File: src/rtl/combo_lock_pkg.sv
// -----------------------------------------------------------------------------
// combo_lock_pkg
// Shared definitions for the combination-lock datapath.
//   state_t       : FSM state / HEX message code, fixed 3-bit encodings that the
//                   checker FSM and the HEX message encoder also decode.
//   DIGIT_MAX     : largest legal BCD digit.
//   is_bcd_digit  : helper that qualifies a nibble as a legal decimal digit.
// -----------------------------------------------------------------------------
package combo_lock_pkg;

    typedef enum logic [2:0] {
        ST_IDLE   = 3'd0,
        ST_ENTER1 = 3'd1,
        ST_ENTER2 = 3'd2,
        ST_DONE   = 3'd3,
        ST_ERR    = 3'd4
    } state_t;

    localparam logic [3:0] DIGIT_MAX = 4'd9;

    function automatic logic is_bcd_digit(input logic [3:0] d);
        return (d <= DIGIT_MAX);
    endfunction

endpackage

File: src/rtl/combo_digit_shifter.sv
// -----------------------------------------------------------------------------
// combo_digit_shifter
// First-pass buffer for the code programmer plus the second-pass compare.
// Digits shift in at the LSB end, so after DIGITS shifts the first-entered
// digit sits in the most significant nibble, matching the code_out layout.
// Ports:
//   clk        : system clock
//   reset      : synchronous active-high reset, clears the buffer
//   clear      : synchronous clear (programming (re)start)
//   shift_en   : shift digit_in into the buffer this cycle
//   digit_in   : BCD digit
//   sel_index  : digit position of the current second-pass digit (0 = first)
//   buffer     : full buffer contents
//   match      : digit_in equals the buffered digit at sel_index
// -----------------------------------------------------------------------------
module combo_digit_shifter #(
    parameter int DIGITS = 6
) (
    input  logic                  clk,
    input  logic                  reset,
    input  logic                  clear,
    input  logic                  shift_en,
    input  logic [3:0]            digit_in,
    input  logic [2:0]            sel_index,
    output logic [DIGITS*4-1:0]   buffer,
    output logic                  match
);

    logic [DIGITS*4-1:0] buffer_r;
    logic [3:0]          sel_nibble_s;

    // Buffer register: left shift by one nibble per accepted first-pass digit.
    always_ff @(posedge clk) begin
        if (reset) begin
            buffer_r <= {(DIGITS*4){1'b0}};
        end else if (clear) begin
            buffer_r <= {(DIGITS*4){1'b0}};
        end else if (shift_en) begin
            buffer_r <= {buffer_r[DIGITS*4-5:0], digit_in};
        end else begin
            buffer_r <= buffer_r;
        end
    end

    // Nibble select: position i of the entry lives at nibble DIGITS-1-i.
    always_comb begin
        sel_nibble_s = 4'd0;
        for (int i = 0; i < DIGITS; i++) begin
            if (sel_index == 3'(i)) begin
                sel_nibble_s = buffer_r[4*(DIGITS-1-i) +: 4];
            end else begin
                sel_nibble_s = sel_nibble_s;
            end
        end
    end

    // Compare of the incoming digit against the selected buffered digit.
    always_comb begin
        match = (sel_nibble_s == digit_in);
    end

    assign buffer = buffer_r;

endmodule

File: src/rtl/combo_code_programmer.sv
// -----------------------------------------------------------------------------
// combo_code_programmer
// Writer side of the combination lock: the user enters a new DIGITS-digit code
// twice and it is committed to code_out only if both entries agree.
// Ports:
//   clk          : system clock, all state changes on the rising edge
//   reset        : synchronous active-high reset (priority over all inputs)
//   start        : one-cycle pulse, begin or restart programming
//   digit_valid  : one-cycle pulse, digit_in is sampled this cycle
//   digit_in     : BCD digit, legal values 0-9
//   code_out     : committed combination, first-entered digit in the MS nibble
//   commit       : one-cycle pulse while code_out shows a newly committed code
//   busy         : high in ENTER1 or ENTER2
//   error        : high in ERR
//   digit_count  : digits accepted in the current entry pass
//   status       : HEX message code (0 IDLE, 1 ENTER1, 2 ENTER2, 3 DONE, 4 ERR)
// -----------------------------------------------------------------------------
module combo_code_programmer
    import combo_lock_pkg::*;
#(
    parameter int                    DIGITS     = 6,
    parameter logic [DIGITS*4-1:0]   RESET_CODE = 24'h305464
) (
    input  logic                  clk,
    input  logic                  reset,
    input  logic                  start,
    input  logic                  digit_valid,
    input  logic [3:0]            digit_in,
    output logic [DIGITS*4-1:0]   code_out,
    output logic                  commit,
    output logic                  busy,
    output logic                  error,
    output logic [2:0]            digit_count,
    output logic [2:0]            status
);

    localparam logic [2:0] LAST_INDEX = 3'(DIGITS - 1);

    state_t              state_r;
    logic [2:0]          status_r;
    logic [DIGITS*4-1:0] code_r;
    logic                commit_r;
    logic [2:0]          count_r;
    logic                mismatch_r;

    logic                digit_legal_s;
    logic                last_digit_s;
    logic                mismatch_next_s;
    logic                shift_en_s;
    logic                clear_s;
    logic                match_s;
    logic [DIGITS*4-1:0] buffer_s;
    logic                busy_s;
    logic                error_s;

    // Input qualification shared by the FSM and the shifter. start always wins
    // over a simultaneous digit, so a digit is only shifted when start is low.
    always_comb begin
        digit_legal_s   = is_bcd_digit(digit_in);
        last_digit_s    = (count_r == LAST_INDEX);
        mismatch_next_s = mismatch_r | ~match_s;
        shift_en_s      = (state_r == ST_ENTER1) && digit_valid && !start && digit_legal_s;
        clear_s         = start && (state_r != ST_DONE);
    end

    combo_digit_shifter #(
        .DIGITS (DIGITS)
    ) u_shifter (
        .clk       (clk),
        .reset     (reset),
        .clear     (clear_s),
        .shift_en  (shift_en_s),
        .digit_in  (digit_in),
        .sel_index (count_r),
        .buffer    (buffer_s),
        .match     (match_s)
    );

    // Programming FSM with the committed-code register and registered status.
    always_ff @(posedge clk) begin
        if (reset) begin
            state_r    <= ST_IDLE;
            status_r   <= ST_IDLE;
            code_r     <= RESET_CODE;
            commit_r   <= 1'b0;
            count_r    <= 3'd0;
            mismatch_r <= 1'b0;
        end else begin
            commit_r <= 1'b0;
            case (state_r)
                ST_IDLE: begin
                    if (start) begin
                        state_r    <= ST_ENTER1;
                        status_r   <= ST_ENTER1;
                        count_r    <= 3'd0;
                        mismatch_r <= 1'b0;
                    end else begin
                        state_r <= ST_IDLE;
                    end
                end

                ST_ENTER1: begin
                    if (start) begin
                        state_r    <= ST_ENTER1;
                        status_r   <= ST_ENTER1;
                        count_r    <= 3'd0;
                        mismatch_r <= 1'b0;
                    end else if (digit_valid) begin
                        if (!digit_legal_s) begin
                            state_r  <= ST_ERR;
                            status_r <= ST_ERR;
                            count_r  <= 3'd0;
                        end else if (last_digit_s) begin
                            state_r    <= ST_ENTER2;
                            status_r   <= ST_ENTER2;
                            count_r    <= 3'd0;
                            mismatch_r <= 1'b0;
                        end else begin
                            count_r <= count_r + 3'd1;
                        end
                    end else begin
                        state_r <= ST_ENTER1;
                    end
                end

                ST_ENTER2: begin
                    if (start) begin
                        state_r    <= ST_ENTER1;
                        status_r   <= ST_ENTER1;
                        count_r    <= 3'd0;
                        mismatch_r <= 1'b0;
                    end else if (digit_valid) begin
                        if (!digit_legal_s) begin
                            state_r  <= ST_ERR;
                            status_r <= ST_ERR;
                            count_r  <= 3'd0;
                        end else if (last_digit_s) begin
                            // Verdict only on the final digit, so the position
                            // of a wrong digit is never revealed.
                            count_r    <= 3'd0;
                            mismatch_r <= 1'b0;
                            if (mismatch_next_s) begin
                                state_r  <= ST_ERR;
                                status_r <= ST_ERR;
                            end else begin
                                state_r  <= ST_DONE;
                                status_r <= ST_DONE;
                                code_r   <= buffer_s;
                                commit_r <= 1'b1;
                            end
                        end else begin
                            count_r    <= count_r + 3'd1;
                            mismatch_r <= mismatch_next_s;
                        end
                    end else begin
                        state_r <= ST_ENTER2;
                    end
                end

                ST_DONE: begin
                    // status keeps showing DONE while idling until next start.
                    state_r <= ST_IDLE;
                    count_r <= 3'd0;
                end

                ST_ERR: begin
                    if (start) begin
                        state_r    <= ST_ENTER1;
                        status_r   <= ST_ENTER1;
                        count_r    <= 3'd0;
                        mismatch_r <= 1'b0;
                    end else begin
                        state_r <= ST_ERR;
                    end
                end

                default: begin
                    state_r    <= ST_IDLE;
                    status_r   <= ST_IDLE;
                    count_r    <= 3'd0;
                    mismatch_r <= 1'b0;
                end
            endcase
        end
    end

    // busy/error decode from the registered state only, no input paths.
    always_comb begin
        busy_s  = (state_r == ST_ENTER1) || (state_r == ST_ENTER2);
        error_s = (state_r == ST_ERR);
    end

    assign code_out    = code_r;
    assign commit      = commit_r;
    assign busy        = busy_s;
    assign error       = error_s;
    assign digit_count = count_r;
    assign status      = status_r;

endmodule
File: config.mk
export PLATFORM = sky130hd
export DESIGN_NAME = combo_code_programmer
export DESIGN_NICKNAME = d
export VERILOG_FILES = /design/src/rtl/combo_lock_pkg.sv /design/src/rtl/combo_digit_shifter.sv /design/src/rtl/combo_code_programmer.sv
export SDC_FILE = /design/constraint.sdc
export NUM_CORES = 1
export LEC_CHECK = 0
export ABC_CLOCK_PERIOD_IN_PS = 2800
export CORE_UTILIZATION = 49
export CTS_CLUSTER_DIAMETER = 40
export DETAILED_ROUTE_END_ITERATION = 6
export PLACE_DENSITY = 0.77
export SLEW_MARGIN = 30
export SYNTH_ARGS = -nofsm -noshare
export SYNTH_HDL_FRONTEND = slang
export SYNTH_SLANG_ARGS = --single-unit
File: constraint.sdc
create_clock -name clk -period 2.8 [get_ports clk]
set_input_delay 0.42 -clock clk [delete_from_list [all_inputs] [get_ports clk]]
set_output_delay 0.42 -clock clk [all_outputs]
set_load 0.02 [all_outputs]
After elaboration in Yosys (flattened, before gate mapping):

Index checks and enable logic that the tools add are counted.

* flip-flop bits (word level): 59
* latch bits: 0
* RAM bits: 0
* ROM bits: 0
* word-level logic and storage cells: 98
* memories: 0

* add/subtract/negate cells: 1
* $mul: 0
* div/mod/pow operators: 0
* order comparisons: 1
* equality and inequality tests: 22
* shift operators: 0
* mux-type cells: 41
* bitwise logic cells: 9
* reduce and logical (&&, ||, !) cells: 17

Operators by type and width (number)
* $mux 3: 20
* $mux 4: 6
* $pmux 3 s4: 2
* $ne 3x3->1 const B: 5
* $eq 3x2->1 const B: 4
* $reduce_and 6->1: 2
* $mux 1: 11
* $ne 5x5->1 const B: 2
* $eq 3x3->1 const B: 3
* $ne 4x4->1 const B: 2
* $not 1->1: 8
* $reduce_and 7->1: 1
* $eq 3x1->1 const B: 2
* $logic_not 3->1: 2
* $pmux 3 s2: 1
* $reduce_or 2->1: 3
* $reduce_or 6->1: 1
* $eq 4x4->1: 1
* $le 4x4->1 const B: 1
* $logic_and 1x1->1: 4
* $pmux 1 s4: 1
* $reduce_and 2->1: 2
* $add 3x1->3 const B: 1
* $ne 3x1->1 const B: 1
* 5 further kinds: 5

Depth between registers and ports, before layout:

Gate-level depths: netlist (run 1).

* depth after elaboration: 16
* gate-level depth with buffers: 13

By module:

A second synthesis (run 1) with hierarchy kept.

* cells, all modules: 321
* area, all modules: 2885.3 µm²

By module, submodules not included
* combo_code_programmer: times used 1, cells an instance 201, area each 1695.4 µm², seq. area each 700.7 µm²
* combo_digit_shifter: times used 1, cells an instance 120, area each 1189.9 µm², seq. area each 480.5 µm²

Worst setup path before layout (run 1):

No wires, ideal clock.

* path kind: reg2reg
* start: reg count_r[0] (netlist: digit_count[0])
* end: reg code_r[10] (netlist: code_out[10])
* setup time: 0.072 ns
* arrival time: 2.905 ns
* required time: 2.728 ns
* path slack: -0.176 ns
* cell stages (with the launch flop): 14
* path buffers: 4
* clock period less this slack: 2.976 ns
* cells stage by stage: dfxtp_1 buf_2 buf_2 and2_1 ha_1 clkbuf_1 nand2_1 a2111oi_0 a31oi_1 nor3b_1 nor4b_4 and2_1 buf_4 mux2i_1

* cells in the longest elaborated chain, start to end: 12
* elaborated cells between the ends (all ways): 17
* classes of those cells: eq/ne: 6; mux: 6; bitwise: 3; reduce/logical: 2

RTL lines
* start, declared: line combo_code_programmer.sv:43 `logic [2:0] count_r;`
* start signal, assigned: line combo_code_programmer.sv:119 `count_r <= count_r + 3'd1;`
* start signal, assigned: line combo_code_programmer.sv:152 `count_r <= count_r + 3'd1;`
* $logic_not 3->1: line combo_digit_shifter.sv:49 `if (sel_index == 3'(i)) begin`
* $mux 4 (6 in a row): line combo_digit_shifter.sv:49
* $eq 4x4->1: line combo_digit_shifter.sv:59 `match = (sel_nibble_s == digit_in);`
* $not 1->1: line combo_code_programmer.sv:61 `mismatch_next_s = mismatch_r | ~match_s;`
* $or 1x1->1: line combo_code_programmer.sv:61
* $not 1->1 (no line)
* $reduce_and 6->1 (no line) *
* end signal, assigned: line combo_code_programmer.sv:148 `code_r <= buffer_s;`
* end, declared: line combo_code_programmer.sv:41 `logic [DIGITS*4-1:0] code_r;`

Mark *: on every way between the ends. The rest lies on a longest branch, timed or not.
A chain may end at the register's enable or synchronous reset.

Worst setup path after layout (run 1):

* start: reg count_r[1] (netlist: digit_count[1])
* end: reg state_r[2]

* cells in the longest elaborated chain, start to end: 16
* elaborated cells between the ends (all ways): 24
* classes of those cells: eq/ne: 8; mux: 12; bitwise: 2; reduce/logical: 2

RTL lines
* $logic_not 3->1: line combo_digit_shifter.sv:49
* $mux 4 (6 in a row): line combo_digit_shifter.sv:49
* $eq 4x4->1: line combo_digit_shifter.sv:59
* $not 1->1: line combo_code_programmer.sv:61
* $or 1x1->1: line combo_code_programmer.sv:61
* $mux 3: line combo_code_programmer.sv:142 `if (mismatch_next_s) begin`
* $mux 3: line combo_code_programmer.sv:137 `end else if (last_digit_s) begin`
* $mux 3: line combo_code_programmer.sv:133 `if (!digit_legal_s) begin`
* $mux 3: line combo_code_programmer.sv:132 `end else if (digit_valid) begin`
* $mux 3: line combo_code_programmer.sv:127 `if (start) begin`
* $pmux 3 s4: line combo_code_programmer.sv:90 `case (state_r)`
* end signal, assigned: line combo_code_programmer.sv:93 `state_r <= ST_ENTER1;`
* end signal, assigned: line combo_code_programmer.sv:128 `state_r <= ST_ENTER1;`
* end signal, assigned: line combo_code_programmer.sv:134 `state_r <= ST_ERR;`
* end, declared: line combo_code_programmer.sv:39 `state_t state_r;`

Several ways; a longest one is shown, not always the timed one. The select of a mux whose other input is x is not followed.

==> run_results.csv, run 1 <==
group,metric,value,unit
floorplanning,ios,41,
critical_path,worstPathArrival,2910,ps
clock_network,cts_tree,"done",
critical_path,crit_fanout,34,
hold_path,hp-class,"reg2reg",
cells_and_area,fillers,495,
synthesis,synth_compound_area_frac,0.237,
sta,slew_headroom,0.622,
synthesis,synth_seq_cells,59,
sta,worstMarginPinSlew,561,ps
floorplanning,start_util,0.523,
clock_network,clock_latency,350,ps
synthesis,synth_top_family_by_area,"simple AND/OR/NAND/NOR gates",
route,drc,0,
sta,fin_crit,2680,ps
critical_path,required,3030,ps
clock_network,post_cts_buffers,0,
power_and_ir_drop,internal_power,1.45,mW
critical_path,cp-end-kind,"register",
floorplanning,std_cell_rows,27,
sta,maxSlewViolCount,0,
floorplanning,core_area,0.00568,mm2
synthesis,avgSynthCellArea,7.96,um2
cells_and_area,syn_to_final_growth,24.3,%
synthesis,synthXorXnorAreaFrac,0.00590,
sta,skew,10.3,ps
floorplanning,die_h,79.8,um
cells_and_area,diodes,0,
job,maxCapViolations,0,
synthesis,seq_area_frac_synth,0.398,
clock_network,h-tree-depth,3,
synthesis,synth_nets,382,
synthesis,synth_top_area_share,0.398,
power_and_ir_drop,combPwrFrac,0.071,
synthesis,ys.flop_type,"dfxtp_1",
power_and_ir_drop,p_clk_frac,0.472,
floorplanning,dieArea,0.00637,mm2
clock_network,cts_made_buffers,9,
synthesis,synthSimpleGateAreaFrac,0.249,
synthesis,syn_inst,373,
clock_network,cts_buffer_depth,2,
global_route,grt_max_degree,35,
synthesis,yosys_warnings,0,
route,wl_per_cell,14.8,um
route,drtIter0Drc,191,
clock_network,clock-root-buffer,"clkbuf_8",
global_route,grt_remaining_overflow,0,
power_and_ir_drop,power_switching,420,uW
synthesis,synth_cell_types,50,
critical_path,crit_path_start_kind,"register",
power_and_ir_drop,p_seq_frac,0.457,
route,vias_per_cell,5.62,
cells_and_area,drive_above_1_share,0.138,
power_and_ir_drop,power-per-cell-area,505,mW/mm2
placed_design,dp_hpwl,4890,um
global_route,grt_pass1_wl,12000,um
synthesis,synth-async-reset-ratio,0,
global_route,grt_use_total,0.246,
clock_network,clk_pin_slew,70,ps
placed_design,finalWeightedCongestion,0.926,
synthesis,synth_top_cell_by_area,"dfxtp_1",
sta,hold_ws,481,ps
route,vias,2719,
critical_path,critical_path_class,"reg2reg",
sta,hold_violations,0,
synthesis,muxShareOfSynthArea,0.0438,
route,drtPass1Iterations,5,
sta,fin_tns_setup,0,ps
route,routed_wirelength,7190,um
cells_and_area,layout_commonest_cell,"nand2_1",
synthesis,synth.area.top_cells,"dfxtp_1 40%, nand2_1 8.1%, a21oi_1 7.9%, a21bo_2 5.4%, mux2i_1 4.4%",
global_route,antenna_found_initial,0,
sta,setup_violations,0,
cells_and_area,layout.core_utilization,0.650,
floorplanning,die_w,79.8,um
power_and_ir_drop,switching_share,0.225,
clock_network,clock_sinks,59,
synthesis,synthAdderAreaFrac,0.0110,
placed_design,portBuffers,40,
cells_and_area,num-nets-final,416,
cells_and_area,mostFrequentLayoutCells,"64 x nand2_1, 58 x dfxtp_1, 47 x a21oi_1",
synthesis,synth-edff-count,0,
power_and_ir_drop,power.leakage,1.25,nW
synthesis,syn_area,0.00297,mm2
sta,max_freq,373,MHz
status,outcome,"finished clean",
power_and_ir_drop,ir_worst_vdd,0.000279,V
global_route,grt_pass1_vias,2553,
route,antenna_left,0,
sta,post-route-period-util,0.958,
[repair_timing]
| action | CTS | global route |
|---|---|---|
| endpoints found under the setup margin | 0 | 10 |
| hold buffers | 0 | 0 |
| resized for setup | 0 | 3 |
[cell families (layout without fill, tap and decap cells)]
| logic type | Yosys count | after routing |
|---|---|---|
| AO/OA/AOI/OAI | 103 | 103 |
| XOR/XNOR | 2 | 2 |
| multiplexers | 13 | 13 |
| AND/OR/NAND/NOR | 155 | 155 |
| buffers and inverters | 38 | 77 |
| adder cells (fa/ha/maj) | 3 | 3 |
| flip-flops | 59 | 59 |
[critical path, stage by stage, from the launching register on]
cell     delay [ps]
dfxtp_1         320
and2_1          160
ha_1            270
nor2b_2         210
nor4_2          310
o32ai_2         130
xnor2_1         200
nor4b_4         370
buf_12          230
nor2_1           80
o31a_1          280
[per-stage QoR]
step | worst slack, ps | area [um2] | total power, mW | std cells
after floorplan | 7.11 | 2980 | 0.954 | 373
after global placement | 205 | 3450 | 1.00 | 468
after detailed placement | 64.8 | 3450 | 1.00 | 468
after CTS | 38.9 | 3680 | 1.88 | 484
after global routing | -41.2 | 3690 | 1.93 | 484
final | 118 | 3690 | 1.87 | 484
[synthesized netlist by cell type, types with 2 or more instances]
cell / instances
nor2b_1: 6
o21ai_0: 9
nor2_1: 32
nor4b_1: 3
a2111oi_0: 2
clkbuf_1: 23
buf_2: 5
a211o_1: 3
o21bai_1: 3
nor3b_1: 2
nand3_1: 19
mux2i_1: 13
a21bo_2: 16
a211oi_1: 3
o2111ai_1: 2
and3_1: 2
nand2b_1: 6
dfxtp_1: 59
and2_1: 2
a21oi_1: 47
o21a_1: 3
nand2_1: 64
or2_2: 2
o31a_1: 2
nor4_1: 3
maj3_1: 2
inv_1: 7
nor3_1: 7
a31oi_1: 4
buf_4: 2
[final timing paths]
check | startpoint | to | slack [ps] | depth (start not counted)
worst max-delay path | digit_count[1] | state_r[2] | 120 | 10
worst min register to register | u_shifter.buffer[13] | u_shifter.buffer[17] | 480 | 2
worst min-delay path | u_shifter.buffer[13] | u_shifter.buffer[17] | 480 | 2
worst max register to register | digit_count[1] | state_r[2] | 120 | 10
[state kept, by name (all words and copies together), names as in the netlist]
name              flops
status                3
u_shifter.buffer     24
digit_count           3
mismatch_r            1
code_out             24
state_r               3
commit                1
[cell type report]
cell class,instances,area [um2],area share
Sequential cell,59,1180,0.320
Clock buffer,12,155,0.0420
Inverter,7,26.3,0.00712
Clock inverter,4,72.6,0.0197
Tap cell,72,90.1,0.0244
Timing Repair Buffer,54,518,0.140
Multi-Input combinational cell,276,1650,0.446
[routing by layer]
| metal | global-route usage | vias up | routed length [um] |
|---|---|---|---|
| li1 | - | 1369 | - |
| met1 | 0.321 | 1255 | 3360 |
| met2 | 0.383 | 84 | 3300 |
| met3 | 0.0686 | 11 | 414 |
| met4 | 0.0982 | 0 | 114 |
| met5 | 0 | - | 0 |
[power by group through the flow]
stage	clock network, mW	registers [mW]	logic [mW]
floorplan	0	0.871	0.0829
global placement	0	0.870	0.130
detailed placement	0	0.870	0.132
CTS	0.898	0.851	0.132
global route	0.937	0.852	0.145
finish	0.881	0.852	0.133
No activity file was read; power rests on OpenSTA's default activity.
==> run 2, diff against run 1 <==
CORE_ASPECT_RATIO = 0.9   (was unset)
REMOVE_ABC_BUFFERS = 1   (was unset)
==> run 2 against run 1 <==
  * The flow now finishes with violations (design-rule violations)
  * Count of clock-buffer cells in the layout shrank 1
  * Worst setup slack improved by 88 ps
  * Clock skew fell by 4.9 ps
  * Non-clock buffer count is 1 higher
  * Sequential share of layout area rose by 0.23 points
  * Critical path depth did not move
  * Die area about the same
  * Final cell count shrank 0.41%
  * Global-route usage shrank 0.99 points
  * Critical endpoint is now code_out[21]
  * Largest cell class unchanged
==> run_results.csv, run 2 (synthesized netlist as in run 1, its figures left out) <==
group,metric,value,unit
sta,fin_tns_setup,0,ps
placed_design,finalWeightedCongestion,0.982,
sta,setup_ws,207,ps
route,drtIter0Drc,187,
global_route,grt_remaining_overflow,0,
sta,slew_headroom,0.627,
route,vias,2724,
placed_design,dp_slack,58.6,ps
cells_and_area,fin_area,0.00366,mm2
floorplanning,std_cell_rows,26,
sta,setup_violations,0,
clock_network,cts_buffer_depth,2,
global_route,grt_pass1_wl,11700,um
sta,hold_violations,0,
sta,hold_ws,470,ps
global_route,grt_pass1_vias,2429,
power_and_ir_drop,p_clk_frac,0.443,
critical_path,worstPathBufferInverterCount,1,
clock_network,cts_tree,"done",
power_and_ir_drop,switching_share,0.236,
clock_network,hold_buffers,0,
status,outcome,"complete, but fails checks",
clock_network,clk_pin_slew,60,ps
critical_path,crit_fanout,8,
power_and_ir_drop,power-per-cell-area,482,mW/mm2
cells_and_area,num-nets-final,417,
sta,max_freq,386,MHz
global_route,grt-busiest-layer,"met2",
route,routed_wirelength,6910,um
floorplanning,core_area,0.00576,mm2
floorplanning,die_h,75.8,um
critical_path,crit_family,"simple AND/OR/NAND/NOR gates",
power_and_ir_drop,power.leakage,1.24,nW
power_and_ir_drop,p_seq_frac,0.483,
sta,post-route-period-util,0.926,
critical_path,max_stage_delay,420,ps
critical_path,worstPathArrival,2860,ps
clock_network,post_cts_buffers,0,
clock_network,clock_sinks,59,
power_and_ir_drop,power_switching,417,uW
floorplanning,ios,41,
power_and_ir_drop,ir_worst_vdd,0.000468,V
route,drtPass1Iterations,7,
route,antenna_left,0,
critical_path,crit_path_start_kind,"register",
critical_path,required,3070,ps
hold_path,hp-class,"reg2reg",
critical_path,worstPathCellList,"and2_1, ha_2, nand2_1, a2111oi_0, a31oi_1, nor3b_1, nor4b_4, and2_1, buf_4, mux2i_1",
route,vias_per_cell,5.65,
sta,worstMarginPinSlew,554,ps
global_route,grt_max_degree,26,
power_and_ir_drop,power,1.76,mW
clock_network,h-tree-depth,3,
sta,fin_crit,2590,ps
placed_design,portBuffers,40,
global_route,antenna_found_initial,0,
sta,skew,5.40,ps
cells_and_area,syn_to_final_growth,23.3,%
critical_path,critical_path_class,"reg2reg",
global_route,grt_use_total,0.237,
global_route,met3_usage,0.0693,
clock_network,clock-root-buffer,"clkbuf_8",
cells_and_area,layout_commonest_cell,"nand2_1",
floorplanning,dieArea,0.00637,mm2
floorplanning,die_w,84.1,um
status,violations,"design-rule violations",
route,wl_per_cell,14.3,um
cells_and_area,diodes,0,
route,drc,8,
job,maxCapViolations,0,
clock_network,cts_made_buffers,9,
critical_path,cp-end-kind,"register",
placed_design,dpl_cell_area,0.00344,mm2
power_and_ir_drop,combPwrFrac,0.074,
global_route,grtUsageMet2,0.380,
floorplanning,start_util,0.516,
global_route,grtUsageMet1,0.310,
placed_design,dp_hpwl,4850,um
clock_network,clock_latency,340,ps
sta,maxSlewViolCount,0,
cells_and_area,drive_above_1_share,0.138,
critical_path,slowest_stage,"a2111oi_0",
cells_and_area,mostFrequentLayoutCells,"64 x nand2_1, 59 x dfxtp_1, 47 x a21oi_1",
power_and_ir_drop,internal_power,1.35,mW
critical_path,crit_top_cell,"and2_1",
run 2: final timing paths:
check | cells past startpoint | startpoint | slack (ps) | endpoint
max | 10 | digit_count[1] | 210 | code_out[21]
min | 2 | u_shifter.buffer[21] | 470 | u_shifter.buffer[21]
max reg2reg | 10 | digit_count[1] | 210 | code_out[21]
min reg2reg | 2 | u_shifter.buffer[21] | 470 | u_shifter.buffer[21]
run 2: final cells by class:
cell class | instances | area [um2]
Fill cell | 484 | 2100
Multi-Input combinational cell | 276 | 1650
Sequential cell | 59 | 1180
Timing Repair Buffer | 55 | 513
Clock buffer | 11 | 151
Tap cell | 70 | 87.6
Clock inverter | 4 | 50.0
Inverter | 7 | 26.3
run 2: metrics by stage:
step | std cells | utilization
global placement | 467 | 0.597
finish | 482 | 0.636
global route | 482 | 0.636
detailed placement | 467 | 0.597
floorplan | 342 | -
CTS | 482 | 0.632
run 2: what timing repair did:
item                       in CTS  in global routing
hold endpoints to repair        0                  0
setup endpoints to repair       0                 20
resized for setup               0                  4
run 2: routing by layer:
layer,share of wire,wire length [um]
met1,0.49,3380
met2,0.45,3090
met3,0.054,372
met4,0.0095,66
met5,0,0
run 2: power groups by stage:
| stage | combinational, mW | clock, mW | sequential (mW) |
|---|---|---|---|
| 2_1_floorplan | 0.0643 | 0 | 0.874 |
| 3_3_place_gp | 0.127 | 0 | 0.870 |
| 3_5_place_dp | 0.128 | 0 | 0.870 |
| 4_1_cts | 0.129 | 0.792 | 0.851 |
| 5_1_grt | 0.142 | 0.834 | 0.852 |
| 6_report | 0.131 | 0.782 | 0.852 |
run 2: tightest hold or removal path, delay by kind of cell, from the launching register on:
family           cells  cell delay [ps]
AO/OA/AOI/OAI        1               50
flip-flops           1              320
AND/OR/NAND/NOR      1               50
==> run 3, diff against run 2 <==
HOLD_SLACK_MARGIN = 0.06   (was unset)
==> results of run 3 <==
Same layout as run 2: the final DEF is identical, and so are final timing and power.
